$ cat config.mk
export PLATFORM = sky130hd
export DESIGN_NAME = kbd_player_controller
export DESIGN_NICKNAME = d
export VERILOG_FILES = /design/src/rtl/kbd_player_controller.sv
export SDC_FILE = /design/constraint.sdc
export NUM_CORES = 1
export LEC_CHECK = 0
export BUFFER_PORTS_ARGS = -buffer_cell sky130_fd_sc_hd__buf_2
export CAP_MARGIN = 20
export CORE_MARGIN = 10
export CORE_UTILIZATION = 40
export CTS_CLUSTER_SIZE = 25
export DETAILED_ROUTE_END_ITERATION = 12
export HOLD_SLACK_MARGIN = 0.03
export PLACE_DENSITY = 0.7
export SLEW_MARGIN = 30
export SYNTH_ARGS = -nofsm -noshare
export SYNTH_HDL_FRONTEND = slang
export SYNTH_SLANG_ARGS = --single-unit
$ cat constraint.sdc
create_clock -name clk -period 1.5 [get_ports clk]
set_input_delay 0.225 -clock clk [delete_from_list [all_inputs] [get_ports clk]]
set_output_delay 0.225 -clock clk [all_outputs]
set_load 0.005 [all_outputs]
$ cat src/rtl/kbd_player_controller.sv
// Keyboard command decoder and playback-control FSM for the flash player.
// Turns one key press into one track/direction/pause/speed/restart action.
module kbd_player_controller #(
    parameter int                ADDR_W           = 23,
    parameter int                NUM_TRACKS       = 4,
    parameter logic [ADDR_W-1:0] TRACK_SPAN       = 23'h80000,
    parameter int                RST_PULSE_CYCLES = 2,
    parameter int                SPEED_LEVELS     = 4,
    localparam int TRACK_W = (NUM_TRACKS > 1) ? $clog2(NUM_TRACKS) : 1,
    localparam int SPEED_W = $clog2(SPEED_LEVELS)
) (
    input  logic               clk,
    input  logic               reset,
    input  logic               kbd_data_ready,
    input  logic [7:0]         kbd_code,
    output logic [TRACK_W-1:0] track_sel,
    output logic [ADDR_W-1:0]  start_addr,
    output logic [ADDR_W-1:0]  end_addr,
    output logic               direction,
    output logic               pause,
    output logic [SPEED_W-1:0] speed_sel,
    output logic               restart,
    output logic               cmd_strobe
);

    localparam int CNT_W = $clog2(RST_PULSE_CYCLES + 1);

    localparam logic [2:0] S_IDLE   = 3'd0;
    localparam logic [2:0] S_DECODE = 3'd1;
    localparam logic [2:0] S_EXEC   = 3'd2;
    localparam logic [2:0] S_PULSE  = 3'd3;
    localparam logic [2:0] S_WAIT   = 3'd4;

    localparam logic [3:0] C_NONE = 4'd0;
    localparam logic [3:0] C_R    = 4'd1;
    localparam logic [3:0] C_D    = 4'd2;
    localparam logic [3:0] C_E    = 4'd3;
    localparam logic [3:0] C_B    = 4'd4;
    localparam logic [3:0] C_F    = 4'd5;
    localparam logic [3:0] C_N    = 4'd6;
    localparam logic [3:0] C_P    = 4'd7;
    localparam logic [3:0] C_U    = 4'd8;
    localparam logic [3:0] C_S    = 4'd9;

    localparam logic [TRACK_W-1:0] TRK_LAST = TRACK_W'(NUM_TRACKS - 1);
    localparam logic [SPEED_W-1:0] SPD_LAST = SPEED_W'(SPEED_LEVELS - 1);
    localparam logic [CNT_W-1:0]   CNT_LAST = CNT_W'(RST_PULSE_CYCLES - 1);

    logic               rdy_m;
    logic               rdy_s;
    logic [2:0]         state_q;
    logic [2:0]         state_d;
    logic [7:0]         code_q;
    logic [3:0]         cmd_q;
    logic [3:0]         cmd_d;
    logic [CNT_W-1:0]   cnt_q;
    logic               cmd_restarts;
    logic [TRACK_W-1:0] nxt_track;
    logic               nxt_dir;
    logic               nxt_pause;
    logic [SPEED_W-1:0] nxt_speed;
    logic [ADDR_W-1:0]  nxt_base;
    logic [ADDR_W-1:0]  nxt_top;

    // Bring the asynchronous ready flag into the clk domain.
    always_ff @(posedge clk) begin
        if (reset) begin
            rdy_m <= 1'b0;
            rdy_s <= 1'b0;
        end else begin
            rdy_m <= kbd_data_ready;
            rdy_s <= rdy_m;
        end
    end

    // Map the captured scan code onto a command id.
    always_comb begin
        cmd_d = C_NONE;
        unique case (1'b1)
            (code_q == 8'h2D): cmd_d = C_R;
            (code_q == 8'h23): cmd_d = C_D;
            (code_q == 8'h24): cmd_d = C_E;
            (code_q == 8'h32): cmd_d = C_B;
            (code_q == 8'h2B): cmd_d = C_F;
            (code_q == 8'h31): cmd_d = C_N;
            (code_q == 8'h4D): cmd_d = C_P;
            (code_q == 8'h3C): cmd_d = C_U;
            (code_q == 8'h1B): cmd_d = C_S;
            default:           cmd_d = C_NONE;
        endcase
    end

    assign cmd_restarts = (cmd_q == C_R) || (cmd_q == C_B) ||
                          (cmd_q == C_F) || (cmd_q == C_N) ||
                          (cmd_q == C_P);

    // Next-state logic: one command per ready-high period.
    always_comb begin
        state_d = state_q;
        unique case (state_q)
            S_IDLE:   if (rdy_s) state_d = S_DECODE;
            S_DECODE: state_d = (cmd_d != C_NONE) ? S_EXEC : S_WAIT;
            S_EXEC:   state_d = cmd_restarts ? S_PULSE : S_WAIT;
            S_PULSE:  if (cnt_q == CNT_LAST) state_d = S_WAIT;
            S_WAIT:   if (!rdy_s) state_d = S_IDLE;
            default:  state_d = S_IDLE;
        endcase
    end

    // FSM state, code capture, decoded command and pulse width counter.
    always_ff @(posedge clk) begin
        if (reset) begin
            state_q <= S_IDLE;
            code_q  <= 8'h00;
            cmd_q   <= C_NONE;
            cnt_q   <= '0;
        end else begin
            state_q <= state_d;
            if (state_q == S_IDLE && rdy_s) code_q <= kbd_code;
            if (state_q == S_DECODE) cmd_q <= cmd_d;
            if (state_q == S_PULSE) cnt_q <= cnt_q + CNT_W'(1);
            else cnt_q <= '0;
        end
    end

    // Apply the decoded command to the control settings while in EXEC.
    always_comb begin
        nxt_track = track_sel;
        nxt_dir   = direction;
        nxt_pause = pause;
        nxt_speed = speed_sel;
        if (state_q == S_EXEC) begin
            unique case (cmd_q)
                C_D: nxt_pause = 1'b1;
                C_E: nxt_pause = 1'b0;
                C_B: nxt_dir = 1'b0;
                C_F: nxt_dir = 1'b1;
                C_N: nxt_track = (track_sel == TRK_LAST) ? '0
                               : track_sel + TRACK_W'(1);
                C_P: nxt_track = (track_sel == '0) ? TRK_LAST
                               : track_sel - TRACK_W'(1);
                C_U: if (speed_sel != SPD_LAST)
                         nxt_speed = speed_sel + SPEED_W'(1);
                C_S: if (speed_sel != '0)
                         nxt_speed = speed_sel - SPEED_W'(1);
                default: ;
            endcase
        end
    end

    assign nxt_base = ADDR_W'(nxt_track) * TRACK_SPAN;
    assign nxt_top  = nxt_base + TRACK_SPAN - ADDR_W'(1);

    // Register settings and the direction-dependent address window.
    always_ff @(posedge clk) begin
        if (reset) begin
            track_sel  <= '0;
            direction  <= 1'b1;
            pause      <= 1'b1;
            speed_sel  <= SPEED_W'(1);
            start_addr <= '0;
            end_addr   <= TRACK_SPAN - ADDR_W'(1);
        end else begin
            track_sel  <= nxt_track;
            direction  <= nxt_dir;
            pause      <= nxt_pause;
            speed_sel  <= nxt_speed;
            start_addr <= nxt_dir ? nxt_base : nxt_top;
            end_addr   <= nxt_dir ? nxt_top : nxt_base;
        end
    end

    assign restart    = (state_q == S_PULSE);
    assign cmd_strobe = (state_q == S_EXEC);

endmodule

Word level (Yosys, flattened, before mapping):

Cells that the tools add are included.

* bits in registers: 71
* bits of input ports: 11
* output and inout bits: 54
* logic and storage cells: 89

* add/sub/neg operators: 7
* equality and inequality tests: 30
* multiplexer cells: 19
* bitwise operators: 2
* reduce and logical (&&, ||, !) cells: 17

Operators by type and width (number)
* 8-bit by 6-bit == test with 1-bit output, second input constant: 7
* 21-bit 2-to-1 mux: 2
* 4-bit case mux with 9 select lines: 1
* 22-bit by 1-bit subtractor with 23-bit output, second input constant: 1
* 21-bit by 20-bit adder with 22-bit output, second input constant: 1
* 4-bit by 3-bit == test with 1-bit output, second input constant: 4
* 3-bit 2-to-1 mux: 5
* 3-bit case mux with 5 select lines: 1
* 2-bit 2-to-1 mux: 5
* 2-bit != test, second input constant: 5
* 4-bit by 2-bit == test with 1-bit output, second input constant: 2
* 4-bit == test, second input constant: 2
* 8-bit by 5-bit == test with 1-bit output, second input constant: 1
* 8-bit by 7-bit == test with 1-bit output, second input constant: 1
* 2-bit case mux with 2 select lines: 2
* 2-bit by 1-bit adder with 2-bit output, second input constant: 3
* 3-bit by 2-bit == test with 1-bit output, second input constant: 2
* 2-bit nonzero test: 3
* 2-bit OR reduction: 3
* 4-bit by 1-bit == test with 1-bit output, second input constant: 1
* 1-bit logical OR: 4
* 1-bit case mux with 2 select lines: 2
* 4-bit AND reduction: 1
* 4-bit nonzero test: 1
* other kinds (13): 15

Depth between registers and ports, before layout:

* word-level depth: 7
* gate-level depth with buffers: 7
* depth with buffers taken out: 6

Worst setup path before layout:

OpenSTA, ideal clock, no wires.

* kind: register -> register
* from: register code_q[5]
* to: register state_q[1]
* library setup time: 0.103 ns
* data arrival time: 1.369 ns
* data required time: 1.397 ns
* path slack: 0.027 ns
* stages on the path, launching flop included: 6
* buffers on the path: 1
* period minus slack after synthesis: 1.473 ns
* path through: dfxtp_1 -> buf_4 -> or3b_4 -> a211oi_4 -> nor3_2 -> a2111oi_2

* longest elaborated chain between the ends: 5
* elaborated cells on any way between the ends: 13
* those cells by class: eq/ne: 9; mux: 3; reduce/logical: 1

Ends and longest elaborated chain
* from (decl): RTL line 53 `logic [7:0] code_q;`
* from (signal assigned): RTL line 119 `if (state_q == S_IDLE && rdy_s) code_q <= kbd_code;`
* 8-bit by 5-bit == test with 1-bit output (tied with other cells): RTL line 88 `(code_q == 8'h1B): cmd_d = C_S;`
* 4-bit case mux with 9 select lines (*): RTL line 79 `unique case (1'b1)`
* 4-bit nonzero test (*): RTL line 102 `S_DECODE: state_d = (cmd_d != C_NONE) ? S_EXEC : S_WAIT;`
* 3-bit 2-to-1 mux (*): RTL line 102
* 3-bit case mux with 5 select lines (*): RTL line 100 `unique case (state_q)`
* to (signal assigned): RTL line 118 `state_q <= state_d;`
* to (decl): RTL line 51 `logic [2:0] state_q;`

Mark *: on every way between the ends. The rest lies on a longest branch, timed or not.
A chain may end at the register's enable or synchronous reset.

Worst setup path in the final report:

* from: register code_q[2]
* to: register state_q[2]

Same word-level chain as after synthesis.

==> implementation parameters <==
Parameter                              Value

Global routing
  Initial antenna violation count    0
  Number of global-route vias before repair    1,292
  Aggregate global routing overflow    0
  All-Layer GR Usage    9.91%
  First-pass GRT wire length    6240 um
  Maximum number of pins on one net before global-route repair    22

Critical path
  Crit path required time    1.71 ns
  Maximum net fanout on the critical path    8
  Critical setup path kind    reg2reg
  Worst path arrival time    1.69 ns
  Category of the worst setup path launch point    flop
  Crit. End Element    flop

Floorplan
  Site row count    23
  Overall die width    85.8 um
  Die outline height    85.8 um
  Number of primary I/O pins    65
  Core area    4090 um2
  Starting Density    42.4%
  Floorplan die area    7360 um2

Yosys
  Async set or reset register ratio after synthesis    0%
  Avg Inst Size Synth    8.21 um2
  Post-synthesis cell area    1730 um2
  Register area share after synthesis    30.1%
  Leading area contributor after synthesis    dfxtp_1
  Cell with the most instances after synthesis    buf_4
  Synth top cells by count    buf_4, nand2_1, dfxtp_1, a21oi_1, nor2_1
  Predominant post-synthesis flop cell    dfxtp_1
  Register bit total from synthesis    26
  Number of synthesized flops with an enable pin    0
  Number of warnings reported in the yosys synthesis log    0
  Largest cells by area after synthesis    dfxtp_1, buf_4, nand2_1, a21oi_1, nor2_1
  Netlist cell types    51
  Area fraction of the dominant cell type after synthesis    30.1%
  Syn Inst Count    211

Clock tree
  TritonCTS Sinks    26
  Max Root-Sink Buffers    2
  Count of hold buffers inserted by post-cts repair    0
  Clk_lat worst skew    0.27 ns
  Root buf cell    clkbuf_8
  CTS Buf Count    3
  Clock tree from TritonCTS    built
  CTS clock-pin slew for the worst setup and hold paths    0.09 ns
  Htree depth    1

Routing
  Highest metal layer with signal wires    met4
  Iter 0 DRT Violations    65
  Length of the first detailed-routing pass in iterations    4
  Routed length on met2    2000 um
  Total number of vias    1,398
  Total wirelength of the detailed-routed design    3950 um
  Sum of routed wire segments on met1    1620 um
  Number of nets with antenna violations after routing    0
  Per-cell via count in the routed design    4.87
  Drc violations    0
  Mean routed wirelength per cell    13.8 um
  Met3 wire length    308 um

STA
  Worst setup margin    0.0249 ns
  Hold violation total from the final report    0
  Crit path time final    1.48 ns
  # setup viols final    0
  Worst Clk Skew    0.00612 ns
  Fin. max-slew vios    0
  Maximum clock frequency    678 MHz
  Final period utilization    98.3%
  Worst-case hold slack    0.160 ns
  RSZ-0062 raised after global routing    true

Pwr
  Maximum ir drop on the vdd rail    0.000646 V
  Switching share of power    23.9%
  Switching power    0.292 mW
  Static Leakage    0.825 nW
  Clock share of power    31.8%
  Power Dens Cells    631 nW/um2
  Share of power burned in combinational logic    8.9%
  Register share of total power    59.3%
  Cell internal pwr    0.929 mW

Cells and area
  Layout cell share with drive strength beyond 1    44.3%
  Final-stage net count    253
  Ant diodes    0
  Layout overhead on the synthesized area    11.8%

Place
  Buffers on Ports    60
  HPWL after detailed placement    2990 um
  Setup slack at placement    -0.0815 ns
  Global placer's final weighted congestion    0.832

Outcome
  Status    finished, final reports clean

Hold path
  Kind of path behind the tightest hold check    in2reg

Run
  Maximum capacitance violations    0
-- through the flow --
step                total power [mW]  area (um2)  setup TNS, ns  cells  util [%]
global route                    1.28        1940         -0.122    287      47.4
CTS                             1.24        1860              0    285      45.6
finish                          1.22        1940              0    287      47.4
global placement               0.846        1790        -0.0787    282      43.8
detailed placement             0.847        1790         -0.113    282      43.8
floorplan                      0.816        1740              0    214         -
-- cell usage in the layout, fill, tap and decap left out, types with 2 or more instances in the layout --
cell type,count
a21oi_1,15
nor3_1,3
dfxtp_4,7
nor3_2,4
nand3_1,3
nand2_1,27
conb_1,4
buf_2,60
nor2b_2,2
nor2_1,15
a211oi_1,4
ha_1,3
dfxtp_1,18
nand3b_1,2
nor2b_1,3
mux2i_1,2
nand2b_1,7
clkbuf_8,3
nor3b_2,3
buf_4,11
o311a_1,2
inv_1,8
-- per-layer routing --
layer / vias to the layer above / GRT usage, %
li1: 724 / -
met4: 0 / 2.10
met1: 638 / 10.9
met5: - / 0
met3: 2 / 4.35
met2: 34 / 17.2
-- worst max-delay path, cell delays in order, from the launching register on --
cell and delay (ns):
dfxtp_4 0.39, nor3b_4 0.16, buf_4 0.13, o211ai_1 0.21, o21ai_2 0.10, nor3_2 0.25, a32o_1 0.19
-- kinds of logic after synthesis --
kind of cell             synth area share, %
multiplexers                            1.81
flip-flops                              30.1
XOR/XNOR                               0.506
AND/OR/NAND/NOR                         26.2
adder cells (fa/ha/maj)                 2.17
other                                  0.217
AO/OA/AOI/OAI                           15.0
buffers and inverters                   24.1
-- path summary, 6_finish.rpt --
check	from	cells after the start	end	slack, ns
setup reg to reg	code_q[2]	6	state_q[2]	0.02
hold reg to reg	cnt_q[0]	1	cnt_q[0]	0.43
setup / recovery	code_q[2]	6	state_q[2]	0.02
hold / removal	reset	2	track_sel[1]	0.16
-- final cells by class --
cell class | instances | area, um2
Fill cell | 413 | 2150
Multi-Input combinational cell | 128 | 867
Sequential cell | 26 | 548
Timing Repair Buffer | 71 | 383
Tap cell | 50 | 62.6
Clock buffer | 3 | 41.3
Inverter | 9 | 33.8
-- sequential cells by signal, summed over array words and instances, names as in the netlist --
signal      count
state_q         3
rdy_m           1
cmd_q           4
code_q          8
end_addr        1
pause           1
track_sel       2
cnt_q           2
rdy_s           1
start_addr      1
speed_sel       2
-- power by group through the flow --
stage          Combinational, mW  Clock (mW)  Sequential, mW
3_5_place_dp               0.103           0           0.744
2_1_floorplan             0.0788           0           0.737
4_1_cts                    0.104       0.403           0.729
6_report                   0.108       0.389           0.724
5_1_grt                    0.122       0.434           0.728
3_3_place_gp               0.103           0           0.743
-- timing repair --
action                                  CTS  global route
setup buffers                             0             2
endpoints found under the setup margin    5            10
gates resized for setup                  11            16
pin swaps                                 0             6
endpoints found under the hold margin     0             0
Note: power is estimated with default switching activity, not from simulation.
